===== src/rtl/sevenseg_pkg.sv =====
// Shared types and constants for the seven-segment scan controller.
package sevenseg_pkg;

  typedef enum logic {
    GUARD = 1'b0,
    ON    = 1'b1
  } scan_state_e;

  localparam int unsigned NIBBLE_W = 4;
  localparam logic [63:0] AN_OFF   = '1;

  function automatic int unsigned idx_w(input int unsigned n);
    return (n > 1) ? $clog2(n) : 1;
  endfunction

endpackage


===== src/rtl/sevenseg_scan_ctrl_if.sv =====
// Load handshake and blanking controls between the bus logic and the scan controller.
interface sevenseg_scan_ctrl_if #(
  parameter int unsigned NUM_DIGITS = 4
);
  import sevenseg_pkg::*;

  logic                           load_valid;
  logic                           load_ready;
  logic [NIBBLE_W*NUM_DIGITS-1:0] load_value;
  logic [NUM_DIGITS-1:0]          blank_mask;

  modport master (output load_valid, load_value, blank_mask, input load_ready);
  modport slave  (input load_valid, load_value, blank_mask, output load_ready);

endinterface


===== src/rtl/sevenseg_slot_timer.sv =====
// Slot counter and digit index; flags guard end, slot end and the cycle before frame end.
module sevenseg_slot_timer
  import sevenseg_pkg::*;
#(
  parameter int unsigned NUM_DIGITS   = 4,
  parameter int unsigned REFRESH_DIV  = 50000,
  parameter int unsigned GUARD_CYCLES = 500
) (
  input  logic                         i_clk,
  input  logic                         i_rst,
  input  logic                         i_en,
  output logic                         o_guard_end,
  output logic                         o_slot_end,
  output logic                         o_frame_pre,
  output logic [idx_w(NUM_DIGITS)-1:0] o_digit_nxt
);
  localparam int unsigned SW = $clog2(REFRESH_DIV);
  localparam int unsigned DW = idx_w(NUM_DIGITS);

  logic [SW-1:0] r_slot_cnt;
  logic [DW-1:0] r_digit_idx;
  logic          w_last_digit;

  assign w_last_digit = (r_digit_idx == DW'(NUM_DIGITS - 1));
  assign o_guard_end  = (r_slot_cnt == SW'(GUARD_CYCLES - 1));
  assign o_slot_end   = (r_slot_cnt == SW'(REFRESH_DIV - 1));
  // Lookahead so the registered frame_done lands on the last cycle of the last slot.
  assign o_frame_pre  = i_en && w_last_digit && (r_slot_cnt == SW'(REFRESH_DIV - 2));

  always_comb begin
    o_digit_nxt = r_digit_idx;
    if (!i_en) begin
      o_digit_nxt = '0;
    end else if (o_slot_end) begin
      o_digit_nxt = w_last_digit ? '0 : r_digit_idx + DW'(1);
    end
  end

  always_ff @(posedge i_clk) begin
    if (i_rst || !i_en) begin
      r_slot_cnt  <= '0;
      r_digit_idx <= '0;
    end else begin
      r_slot_cnt  <= o_slot_end ? '0 : r_slot_cnt + SW'(1);
      r_digit_idx <= o_digit_nxt;
    end
  end

endmodule


===== src/rtl/sevenseg_scan_ctrl.sv =====
// Multiplexed scan controller for an N-digit common-anode display with a
// double-buffered value committed only at frame boundaries.
module sevenseg_scan_ctrl
  import sevenseg_pkg::*;
#(
  parameter int unsigned NUM_DIGITS   = 4,
  parameter int unsigned REFRESH_DIV  = 50000,
  parameter int unsigned GUARD_CYCLES = 500,
  parameter int unsigned LZ_SUPPRESS  = 1
) (
  input  logic                  clk,
  input  logic                  rst,
  input  logic                  en,
  sevenseg_scan_ctrl_if.slave   load_if,
  output logic [NIBBLE_W-1:0]   seg_code,
  output logic [NUM_DIGITS-1:0] an_n,
  output logic                  frame_done
);
  localparam int unsigned DW = idx_w(NUM_DIGITS);
  localparam int unsigned VW = NIBBLE_W * NUM_DIGITS;

  scan_state_e           r_state, w_state_nxt;
  logic [VW-1:0]         r_active, r_pending, w_active_nxt;
  logic                  r_pend_full;
  logic                  w_guard_end, w_slot_end, w_frame_pre, w_commit, w_allz;
  logic [DW-1:0]         w_digit_nxt;
  logic [NUM_DIGITS-1:0] w_blank, w_an_nxt;
  logic [NIBBLE_W-1:0]   w_seg_nxt;

  sevenseg_slot_timer #(
    .NUM_DIGITS  (NUM_DIGITS),
    .REFRESH_DIV (REFRESH_DIV),
    .GUARD_CYCLES(GUARD_CYCLES)
  ) u_timer (
    .i_clk      (clk),
    .i_rst      (rst),
    .i_en       (en),
    .o_guard_end(w_guard_end),
    .o_slot_end (w_slot_end),
    .o_frame_pre(w_frame_pre),
    .o_digit_nxt(w_digit_nxt)
  );

  assign load_if.load_ready = ~r_pend_full;
  assign w_commit           = frame_done && r_pend_full;
  assign w_active_nxt       = w_commit ? r_pending : r_active;

  always_ff @(posedge clk) begin
    if (rst) r_state <= GUARD;
    else     r_state <= w_state_nxt;
  end

  always_comb begin
    w_state_nxt = r_state;
    if (!en) begin
      w_state_nxt = GUARD;
    end else begin
      case (r_state)
        GUARD:   if (w_guard_end) w_state_nxt = ON;
        ON:      if (w_slot_end)  w_state_nxt = GUARD;
        default: w_state_nxt = GUARD;
      endcase
    end
  end

  // Outputs are computed from next-cycle state so the registered pins line up with the slot timing.
  always_comb begin
    w_allz    = 1'b1;
    w_blank   = '0;
    w_an_nxt  = AN_OFF[NUM_DIGITS-1:0];
    w_seg_nxt = '0;
    for (int unsigned i = NUM_DIGITS; i > 0; i--) begin
      w_allz       = w_allz && (w_active_nxt[(i-1)*NIBBLE_W +: NIBBLE_W] == '0);
      w_blank[i-1] = load_if.blank_mask[i-1] || ((LZ_SUPPRESS != 0) && (i > 1) && w_allz);
    end
    for (int unsigned i = 0; i < NUM_DIGITS; i++) begin
      if (DW'(i) == w_digit_nxt) begin
        w_seg_nxt = w_active_nxt[i*NIBBLE_W +: NIBBLE_W];
        if ((w_state_nxt == ON) && !w_blank[i]) w_an_nxt[i] = 1'b0;
      end
    end
  end

  always_ff @(posedge clk) begin
    if (rst) begin
      r_active    <= '0;
      r_pending   <= '0;
      r_pend_full <= 1'b0;
      seg_code    <= '0;
      an_n        <= AN_OFF[NUM_DIGITS-1:0];
      frame_done  <= 1'b0;
    end else begin
      r_active   <= w_active_nxt;
      seg_code   <= w_seg_nxt;
      an_n       <= w_an_nxt;
      frame_done <= w_frame_pre;
      if (w_commit) begin
        r_pend_full <= 1'b0;
      end else if (load_if.load_valid && !r_pend_full) begin
        r_pending   <= load_if.load_value;
        r_pend_full <= 1'b1;
      end
    end
  end

endmodule

===== src/flat_wrapper.sv =====
// flat-port wrapper written by rule: the top's interface ports become plain ports
module sevenseg_scan_ctrl_flat import sevenseg_pkg::*;
#(
  parameter int unsigned NUM_DIGITS   = 4,
  parameter int unsigned REFRESH_DIV  = 50000,
  parameter int unsigned GUARD_CYCLES = 500,
  parameter int unsigned LZ_SUPPRESS  = 1
)
  (clk, rst, en, seg_code, an_n, frame_done, load_if_load_valid, load_if_load_value, load_if_blank_mask, load_if_load_ready);
  sevenseg_scan_ctrl_if #(.NUM_DIGITS(NUM_DIGITS)) load_if_i ();
  input  logic clk;
  input  logic rst;
  input  logic en;
  output logic [NIBBLE_W-1:0] seg_code;
  output logic [NUM_DIGITS-1:0] an_n;
  output logic frame_done;
  input wire logic [$bits(load_if_i.load_valid)-1:0] load_if_load_valid;
  input wire logic [$bits(load_if_i.load_value)-1:0] load_if_load_value;
  input wire logic [$bits(load_if_i.blank_mask)-1:0] load_if_blank_mask;
  output wire logic [$bits(load_if_i.load_ready)-1:0] load_if_load_ready;
  assign load_if_i.load_valid = load_if_load_valid;
  assign load_if_i.load_value = load_if_load_value;
  assign load_if_i.blank_mask = load_if_blank_mask;
  assign load_if_load_ready = load_if_i.load_ready;
  sevenseg_scan_ctrl #(.NUM_DIGITS(NUM_DIGITS), .REFRESH_DIV(REFRESH_DIV), .GUARD_CYCLES(GUARD_CYCLES), .LZ_SUPPRESS(LZ_SUPPRESS)) u_core (.clk(clk), .rst(rst), .en(en), .load_if(load_if_i), .seg_code(seg_code), .an_n(an_n), .frame_done(frame_done));
endmodule

===== config.mk =====
export PLATFORM = sky130hd
export DESIGN_NAME = sevenseg_scan_ctrl_flat
export DESIGN_NICKNAME = d
export VERILOG_FILES = /design/src/rtl/sevenseg_pkg.sv /design/src/rtl/sevenseg_scan_ctrl_if.sv /design/src/rtl/sevenseg_slot_timer.sv /design/src/rtl/sevenseg_scan_ctrl.sv /design/src/flat_wrapper.sv
export SDC_FILE = /design/constraint.sdc
export NUM_CORES = 1
export LEC_CHECK = 0
export BUFFER_PORTS_ARGS = -buffer_cell sky130_fd_sc_hd__buf_2
export CORE_AREA = 4 4 79 66
export CTS_BUF_LIST = sky130_fd_sc_hd__clkbuf_4 sky130_fd_sc_hd__clkbuf_8
export CTS_CLUSTER_SIZE = 14
export DETAILED_ROUTE_END_ITERATION = 12
export DIE_AREA = 0 0 83 70
export PLACE_DENSITY_LB_ADDON = 0.12
export SETUP_SLACK_MARGIN = 0.4
export SLEW_MARGIN = 10
export SYNTH_ARGS = -nofsm -noshare
export SYNTH_HDL_FRONTEND = slang
export SYNTH_HIERARCHICAL = 1
export SYNTH_SLANG_ARGS = --single-unit

===== constraint.sdc =====
create_clock -name clk -period 4.2 [get_ports clk]
set_input_delay 0.63 -clock clk [delete_from_list [all_inputs] [get_ports clk]]
set_output_delay 0.63 -clock clk [all_outputs]
set_load 0.02 [all_outputs]

==> results of run 1 <==
==> final timing paths <==
path                         endpoint  cells past startpoint  slack (ns)
hold / removal    u_core/r_pending[0]                      2        0.45
hold reg to reg   u_core/r_pending[0]                      2        0.45
setup reg to reg   u_core/seg_code[2]                      7        1.27
setup / recovery   u_core/seg_code[2]                      7        1.27
==> final cells by class <==
class | count | share of cell area (%)
flip-flops and latches | 61 | 39.9
clock inverters | 4 | 1.55
clock buffers | 12 | 4.98
repair buffers | 33 | 5.39
well taps | 60 | 2.45
multi-input cells | 213 | 42.7
inverters | 25 | 3.06
==> power groups by stage <==
stage,clock network [W],registers [W],logic (W)
floorplan,0,0.000608,0.0000403
detailed placement,0,0.000614,0.0000526
CTS,0.000535,0.000601,0.0000528
global route,0.000567,0.000603,0.0000599
finish,0.000518,0.000602,0.0000527
global placement,0,0.000614,0.0000513
==> through the flow <==
stage / worst slack [ns] / util (%) / power, W
floorplan: 1.88 / - / 0.000648
global placement: 1.42 / 64.2 / 0.000665
detailed placement: 1.31 / 64.2 / 0.000667
CTS: 1.27 / 68.7 / 0.00119
global route: 0.953 / 68.7 / 0.00123
finish: 1.27 / 68.7 / 0.00117
==> cells by family after synthesis <==
| logic type | after synthesis | synth area share, % |
|---|---|---|
| fa+ha+maj | 3 | 1.38 |
| mux | 11 | 6.00 |
| compound gates | 49 | 11.4 |
| buf+inv | 42 | 7.33 |
| flops | 61 | 44.7 |
| xor+xnor | 13 | 4.17 |
| simple gates | 137 | 25.0 |
==> placed cells by master (no fill, tap or decap), types with 7 or more instances in the layout <==
cell      netlist  final
dfxtp_1        61     61
nand2_1        44     44
buf_2           4     33
nor2_1         29     29
a21oi_1        26     26
inv_1          25     25
nand3_1        14     14
xnor2_1        12     12
nor4_1         11     11
clkbuf_8        0     10
nand4_1         8      8
mux2i_1         7      7
nor3_1          7      7
==> tightest hold or removal path, cell delays in order, from the launching register on <==
cell	delay, ns
dfxtp_1	0.31
nand2_1	0.05
a21oi_1	0.05
==> registers in the layout, indices dropped and copies added (netlist names) <==
register	flops
u_core/an_n	4
u_core/frame_done	1
u_core/r_active	16
u_core/r_pend_full	1
u_core/r_pending	16
u_core/r_state	1
u_core/seg_code	4
u_core/u_timer/r_digit_idx	2
u_core/u_timer/r_slot_cnt	16
==> routing by layer <==
layer,global-route usage (%),share of wire (%),vias up,routed length [um]
met5,0,0,-,0
met4,7.08,1.2,0,73
met3,9.55,8.8,7,523
met2,29.8,41,80,2460
met1,30.7,49,1038,2900
li1,-,-,1134,-
==> impl_metrics.yaml, run 1 <==
detailed_routing:
  drt_iter0_drc: 227
  via_per_inst: 5.54
  drc_errors: 0
  ant_nets: 0
  dr_total_vias: 2259
  dr.pass1.iters: 5
  totalWireLength_um: 5960
  wire_per_inst_um: 14.6
timing:
  grt_setup_unrepaired: "false"
  setup_tns_ns: 0
  period_minus_slack_ns: 2.93
  drv_slew: 0
  skew_ns: 0.00623
  setup_violations: 0
  worst_pin_slew_ns: 1.06
  max_freq_mhz: 341
  whs_ns: 0.452
  min_period_over_period_pct: 69.9
  maxSlewHeadroom_pct: 28.9
  finalHoldViolCount: 0
clocking:
  ctsLongestPathBuffers: 2
  clk_latency_ns: 0.34
  clockRootBuffer: "clkbuf_8"
  clkTransAtPathRegs_ns: 0.06
  post-cts-setup-buffers: 0
  cts_tree: "yes"
  htreeDepth: 3
  cts_hold_buf: 0
  cts-resized-gates: 0
  cts_sinks: 61
  cts_made_buffers: 9
die:
  die_x_um: 83
  rows: 22
  fp.dieH_um: 70
  die_area_mm2: 0.00581
  start_util_pct: 61.2
  io_pins: 34
  core_region_area_mm2: 0.00446
critical_path:
  max_stage_delay_ns: 0.64
  slowest_stage: "mux4_1"
  rr_startpoint: "u_core/u_timer/r_slot_cnt[0]"
  crit_fanout: 9
  crit_family: "simple AND/OR/NAND/NOR gates"
  crit_start: "u_core/u_timer/r_slot_cnt[0]"
  cp.arrival_ns: 3.19
  path_cells: "ha_1, nand3_1, nor4_4, mux2i_1, nor2b_1, mux4_1, o221ai_1"
  worstPathRequired_ns: 4.46
  worstSetupEndpointType: "flip-flop"
  path_buf_inv: 0
  cp-start-kind: "flip-flop"
  worstSetupPathType: "flip-flop to flip-flop"
grt:
  grt_usage_pct: 21.9
  grt_pass1_vias: 2104
  gr-total-overflow: 0
  grt_pass1_wl_um: 10000
  grt_max_degree: 40
  antenna_found_initial: 0
power_and_ir_drop:
  p_int_w: 0.000911
  pwr_density_cell_mw_per_mm2: 382
  seq_power_share_pct: 51.3
  peakVddDrop_mv: 0.278
  clockPowerShare_pct: 44.2
  switching_share_pct: 22.2
  power.leakage_nw: 1.12
  combPwrFrac_pct: 4.5
  p_switching_w: 0.000261
synth:
  yosysMostFrequentCell: "dfxtp_1"
  synth_top_area_share_pct: 44.7
  avgSynthCellArea_um2: 8.64
  syn_nets: 343
  synth_edf_count: 0
  ys_ff_latch: 61
  synthTopCellsByCount: "dfxtp_1, nand2_1, nor2_1"
  synthArstFlopShare_pct: 0
  ys_warn_count: 6
  synth_area_leader_cell: "dfxtp_1"
  synth_flop_cell: "dfxtp_1"
  yosys-top-cells-area: "dfxtp_1, nand2_1, a21oi_1, nor2_1, xnor2_1"
  synthesis.area_mm2: 0.00273
  yosysSeqAreaShare_pct: 44.7
  synth.distinct_cells: 39
  synth_cells: 316
placement:
  port_buffers: 33
  dpl.hpwl_um: 4240
  finalWeightedCongestion: 0.924
  placed_cells: 392
  placed_area_mm2: 0.00286
layout:
  drive_gt1_share_pct: 17.5
  multi_input_area_mm2: 0.00131
  final_nets: 370
  post_layout_nonfiller_instances: 408
  seq_area_mm2: 0.00122
  synthToLayoutAreaGrowth_pct: 12.2
  fillers: 387
  num_antenna_cells: 0
  final_area_mm2: 0.00306
run_status:
  outcome: "finished clean"
worst_hold_path:
  worstHoldPathType: "flip-flop to flip-flop"
  min_from: "u_core/r_pending[0]"
flow_run:
  cap_violations: 0
Note: power is estimated with default switching activity, not from simulation.
==> run 2, diff against run 1 <==
--- a/config.mk
+++ b/config.mk
@@ -6,11 +6,11 @@
 export NUM_CORES = 1
 export LEC_CHECK = 0
 export BUFFER_PORTS_ARGS = -buffer_cell sky130_fd_sc_hd__buf_2
-export CORE_AREA = 4 4 79 66
+export CORE_AREA = 4 4 85 71
 export CTS_BUF_LIST = sky130_fd_sc_hd__clkbuf_4 sky130_fd_sc_hd__clkbuf_8
 export CTS_CLUSTER_SIZE = 14
 export DETAILED_ROUTE_END_ITERATION = 12
-export DIE_AREA = 0 0 83 70
+export DIE_AREA = 0 0 89 75
 export PLACE_DENSITY_LB_ADDON = 0.12
 export SETUP_SLACK_MARGIN = 0.4
 export SLEW_MARGIN = 10
==> constraint.sdc (replaced) <==
create_clock -name clk -period 2.4 [get_ports clk]
set_input_delay 0.36 -clock clk [delete_from_list [all_inputs] [get_ports clk]]
set_output_delay 0.36 -clock clk [all_outputs]
set_load 0.02 [all_outputs]
==> run 2 against run 1 <==
Against the previous run: final area up 10%; via count up 4.2%; total power grew 66%; combinational power increased by 99%; wire length increased by 4.8%; cell count rose by 7.6%; fmax grew 27%; register-to-register slack got worse by 1.2 ns; die area is 15% higher; clock power up 51%; critical path type unchanged; largest cell class unchanged.
==> impl_metrics.yaml, run 2 (synthesis gave the netlist of run 1 again) <==
timing:
  drv_slew: 0
  setup_tns_ns: 0
  grt_setup_unrepaired: "true"
  worst_pin_slew_ns: 0.630
  period_minus_slack_ns: 2.31
  maxSlewHeadroom_pct: 57.9
  skew_ns: 0.00459
  finalHoldViolCount: 0
  setup_violations: 0
  whs_ns: 0.199
  max_freq_mhz: 433
  min_period_over_period_pct: 96.2
layout:
  multi_input_area_mm2: 0.00142
  num_antenna_cells: 0
  layout_common_cells: "dfxtp_1, nand2_1, buf_2"
  reg_top3: "u_core/r_active: 16 flops, u_core/r_pending: 16 flops, u_core/u_timer/r_slot_cnt: 16 flops"
  layout_commonest_cell: "dfxtp_1"
  final_nets: 398
  synthToLayoutAreaGrowth_pct: 23.5
  drive_gt1_share_pct: 28.1
  seq_area_mm2: 0.00122
  fillers: 451
die:
  io_pins: 34
  die_area_mm2: 0.00668
  core_region_area_mm2: 0.00526
  die_x_um: 89
  start_util_pct: 52.0
  fp.dieH_um: 75
  rows: 24
placement:
  port_buffers: 33
  finalWeightedCongestion: 0.862
  dpl.hpwl_um: 4570
grt:
  antenna_found_initial: 0
  grt_usage_pct: 20.4
  gr-total-overflow: 0
  grt_max_degree: 24
  grt_pass1_vias: 2082
  grt_pass1_wl_um: 10300
detailed_routing:
  dr_total_vias: 2354
  via_per_inst: 5.36
  ant_nets: 0
  dr.pass1.iters: 4
  totalWireLength_um: 6250
  drt_iter0_drc: 250
  drc_errors: 0
  wire_per_inst_um: 14.2
critical_path:
  worstPathRequired_ns: 2.65
  crit_family: "simple AND/OR/NAND/NOR gates"
  reg2reg_depth: 7
  crit_fanout: 5
  rr_startpoint: "u_core/u_timer/r_slot_cnt[13]"
  worstSetupEndpointType: "flip-flop"
  worstSetupPathType: "flip-flop to flip-flop"
  rr_endpoint: "u_core/seg_code[0]"
  cp.arrival_ns: 2.56
  cp-start-kind: "flip-flop"
  path_cells: "or4_4, nor4_4, mux2i_2, nor2b_2, buf_4, or3_4, o221ai_2"
  path_buf_inv: 1
  slowest_stage: "or4_4"
  max_stage_delay_ns: 0.56
  rrSetupSlack_ns: 0.09
clocking:
  cts_sinks: 61
  cts_tree: "yes"
  clockRootBuffer: "clkbuf_8"
  clk_latency_ns: 0.33
  ctsLongestPathBuffers: 2
  cts_hold_buf: 0
  clkTransAtPathRegs_ns: 0.06
  htreeDepth: 3
  cts_made_buffers: 9
power_and_ir_drop:
  combPwrFrac_pct: 5.4
  pwr_density_cell_mw_per_mm2: 576
  switching_share_pct: 22.5
  peakVddDrop_mv: 0.371
  clockPowerShare_pct: 40.4
  p_int_w: 0.00150
  seq_power_share_pct: 54.2
  p_switching_w: 0.000437
  power.leakage_nw: 1.27
worst_hold_path:
  holdPathEnd: "u_core/an_n[0]"
  min_from: "load_if_blank_mask[0]"
  worstHoldPathType: "primary input to flip-flop"
  whs_path_depth: 3
run_status:
  outcome: "finished clean"
flow_run:
  cap_violations: 0
[run 2: worst max-delay path by stage]
stage / start / to / slack, ns / cells after the start
2_1_floorplan: u_core/u_timer/r_slot_cnt[13] / u_core/seg_code[3] / 0.16 / 7
3_3_place_gp: u_core/u_timer/r_slot_cnt[13] / u_core/seg_code[1] / -0.07 / 8
3_5_place_dp: u_core/u_timer/r_slot_cnt[13] / u_core/seg_code[1] / -0.19 / 8
4_1_cts: u_core/u_timer/r_slot_cnt[13] / u_core/seg_code[3] / 0.13 / 7
5_1_grt: u_core/u_timer/r_slot_cnt[13] / u_core/an_n[1] / -0.02 / 7
6_report: u_core/u_timer/r_slot_cnt[13] / u_core/seg_code[0] / 0.09 / 7
[run 2: timing repair]
item	CTS	global route
setup endpoints to repair	8	16
resized for setup	11	11
pin swaps	1	5
buffers inserted	2	2
[run 2: worst register-to-register path: stages (launching register included)]
cell and delay [ns]:
dfxtp_2 0.32, or4_4 0.56, nor4_4 0.21, mux2i_2 0.31
nor2b_2 0.09, buf_4 0.17, or3_4 0.42, o221ai_2 0.17
[run 2: per-stage QoR]
| step | worst slack, ns | total power (W) | cells | instance area [um2] | utilization, % |
|---|---|---|---|---|---|
| final | 0.0903 | 0.00194 | 439 | 3370 | 64.2 |
| after global routing | -0.0181 | 0.00204 | 439 | 3370 | 64.2 |
| after CTS | 0.132 | 0.00197 | 437 | 3300 | 62.8 |
| after detailed placement | -0.190 | 0.00118 | 421 | 3060 | 58.2 |
| after global placement | -0.0727 | 0.00117 | 421 | 3060 | 58.2 |
| after floorplan | 0.161 | 0.00113 | 316 | 2740 | - |
[run 2: area by class of cell]
class	count	share of cell area (%)
timing repair buffer	61	11.4
clock buffer	12	4.71
multi-input combinational	213	42.2
inverter	25	2.78
clock inverter	2	0.297
sequential	61	36.3
tap	65	2.41
[run 2: per-layer routing]
metal / wire length (um) / track usage, % / vias up
li1: - / - / 1187
met1: 3110 / 32.4 / 1074
met2: 2550 / 25.6 / 88
met3: 551 / 7.88 / 5
met4: 35 / 4.46 / 0
met5: 0 / 0 / -
[run 2: power by group through the flow]
| stage | Sequential (W) | Combinational (W) | Clock [W] |
|---|---|---|---|
| after floorplan | 0.00106 | 0.0000707 | 0 |
| after global placement | 0.00107 | 0.000101 | 0 |
| after detailed placement | 0.00107 | 0.000101 | 0 |
| after CTS | 0.00105 | 0.000103 | 0.000813 |
| after global routing | 0.00105 | 0.000119 | 0.000865 |
| final | 0.00105 | 0.000105 | 0.000784 |
==> run 3, diff against run 2 <==
--- a/config.mk
+++ b/config.mk
@@ -5,12 +5,12 @@
 export SDC_FILE = /design/constraint.sdc
 export NUM_CORES = 1
 export LEC_CHECK = 0
-export BUFFER_PORTS_ARGS = -buffer_cell sky130_fd_sc_hd__buf_2
-export CORE_AREA = 4 4 85 71
+export CORE_AREA = 4 4 82 68
 export CTS_BUF_LIST = sky130_fd_sc_hd__clkbuf_4 sky130_fd_sc_hd__clkbuf_8
 export CTS_CLUSTER_SIZE = 14
 export DETAILED_ROUTE_END_ITERATION = 12
-export DIE_AREA = 0 0 89 75
+export DIE_AREA = 0 0 86 72
+export DONT_BUFFER_PORTS = 1
 export PLACE_DENSITY_LB_ADDON = 0.12
 export SETUP_SLACK_MARGIN = 0.4
 export SLEW_MARGIN = 10
==> run 3 against run 2 <==
Against the previous run: critical path depth grew 1; register-to-register slack lost 0.03 ns; clock skew shrank 0.00076 ns; critical path type unchanged; final area shrank 4.7%; first-iteration DRC count shrank 24%; global-route usage grew 1.0 points.
==> impl_metrics.yaml, run 3 (synthesis gave the netlist of run 1 again) <==
layout:
  layout_common_cells: "dfxtp_1, nand2_1, nor2_1"
  final_area_mm2: 0.00321
  layout_commonest_cell: "dfxtp_1"
  synthToLayoutAreaGrowth_pct: 17.7
  fillers: 405
  final_nets: 366
  drive_gt1_share_pct: 21.0
  num_antenna_cells: 0
  reg_top3: "u_core/r_active: 16 flops, u_core/r_pending: 16 flops, u_core/u_timer/r_slot_cnt: 16 flops"
timing:
  min_period_over_period_pct: 97.6
  setup_violations: 0
  max_freq_mhz: 427
  setup_tns_ns: 0
  grt_setup_unrepaired: "true"
  maxSlewHeadroom_pct: 54.8
  finalHoldViolCount: 0
  period_minus_slack_ns: 2.34
  skew_ns: 0.00384
  worst_pin_slew_ns: 0.677
  drv_slew: 0
  whs_ns: 0.0992
clocking:
  cts_made_buffers: 9
  cts_tree: "yes"
  clkTransAtPathRegs_ns: 0.06
  cts_hold_buf: 0
  clockRootBuffer: "clkbuf_8"
  clk_latency_ns: 0.33
  ctsLongestPathBuffers: 2
  htreeDepth: 3
  cts_sinks: 61
detailed_routing:
  dr.pass1.iters: 7
  drt_iter0_drc: 190
  totalWireLength_um: 6270
  ant_nets: 0
  drc_errors: 0
  dr_total_vias: 2263
  via_per_inst: 5.59
  wire_per_inst_um: 15.5
die:
  die_x_um: 86
  fp.dieH_um: 72
  core_region_area_mm2: 0.00486
  start_util_pct: 56.1
  rows: 23
  die_area_mm2: 0.00619
  io_pins: 34
placement:
  port_buffers: 0
  finalWeightedCongestion: 0.845
  dpl.hpwl_um: 4380
  placed_area_mm2: 0.00288
critical_path:
  worstSetupPathType: "flip-flop to flip-flop"
  worstSetupEndpointType: "flip-flop"
  path_cells: "or4_4, nor4_4, mux2i_1, nor2b_2, buf_6, buf_6, or3_4, o221ai_1"
  cp-start-kind: "flip-flop"
  worstPathRequired_ns: 2.65
  crit_fanout: 5
  slowest_stage: "or4_4"
  crit_top_cell: "buf_6"
  cp.arrival_ns: 2.59
  max_stage_delay_ns: 0.55
power_and_ir_drop:
  power.leakage_nw: 1.16
  pwr_density_cell_mw_per_mm2: 611
  peakVddDrop_mv: 0.415
grt:
  grt_usage_pct: 21.4
  gr-total-overflow: 0
  grt_pass1_vias: 2089
  grt_pass1_wl_um: 10200
  antenna_found_initial: 0
  grt_max_degree: 40
flow_run:
  cap_violations: 0
worst_hold_path:
  worstHoldPathType: "primary input to flip-flop"
run_status:
  outcome: "finished clean"
[run 3: cell types whose count changed in the layout (fill, tap and decap cells not counted), sizes merged]
cell and change:
clkbuf +2, clkinv -1, buf -32
[run 3: per-layer routing]
layer	track usage (%)	wire length, um	vias up
li1	-	-	1126
met1	32.4	3110	1029
met2	28.3	2450	95
met3	7.72	638	13
met4	5.98	77	0
met5	0	0	-
[run 3: per-stage QoR]
step / total power (W) / util [%] / std cells / setup slack [ns]
floorplan: 0.00113 / - / 316 / 0.161
global placement: 0.00114 / 59.3 / 384 / -0.0892
detailed placement: 0.00115 / 59.3 / 384 / -0.232
CTS: 0.00198 / 65.7 / 404 / 0.0562
global route: 0.00205 / 66.1 / 405 / -0.0780
finish: 0.00196 / 66.1 / 405 / 0.0569
[run 3: report_power, final]
| group | switching [W] | internal, W |
|---|---|---|
| clock | 0.000360 | 0.000475 |
| combinational | 0.0000435 | 0.0000313 |
| sequential | 0.0000226 | 0.00103 |
[run 3: worst paths after layout]
kind	start	endpoint	slack (ns)	depth (start not counted)
max	u_core/u_timer/r_slot_cnt[13]	u_core/seg_code[0]	0.06	8
min	rst	u_core/r_active[0]	0.1	1
max reg2reg	u_core/u_timer/r_slot_cnt[13]	u_core/seg_code[0]	0.06	8
min reg2reg	u_core/r_pending[2]	u_core/r_pending[2]	0.45	2
[run 3: final cells by class]
cell class                 instances  area (um2)  area share, %
multi-input combinational        213        1400           43.6
sequential                        61        1220           38.0
timing repair buffer              29         233           7.24
clock buffer                      14         180           5.61
inverter                          25        93.8           2.92
tap                               62        77.6           2.41
clock inverter                     1        5.00          0.156
[run 3: what timing repair did]
action	CTS	global route
buffers inserted	5	1
gates resized for setup	17	3
pin swaps	6	1
setup endpoints to repair	9	18
[run 3: critical path: cells and delay by family (launching register included)]
family	cells	cell delay, ns
buffers and inverters	2	0.25
DFF	1	0.31
muxes	1	0.29
AOI/OAI and AO/OA	1	0.18
and+or+nand+nor	4	1.21
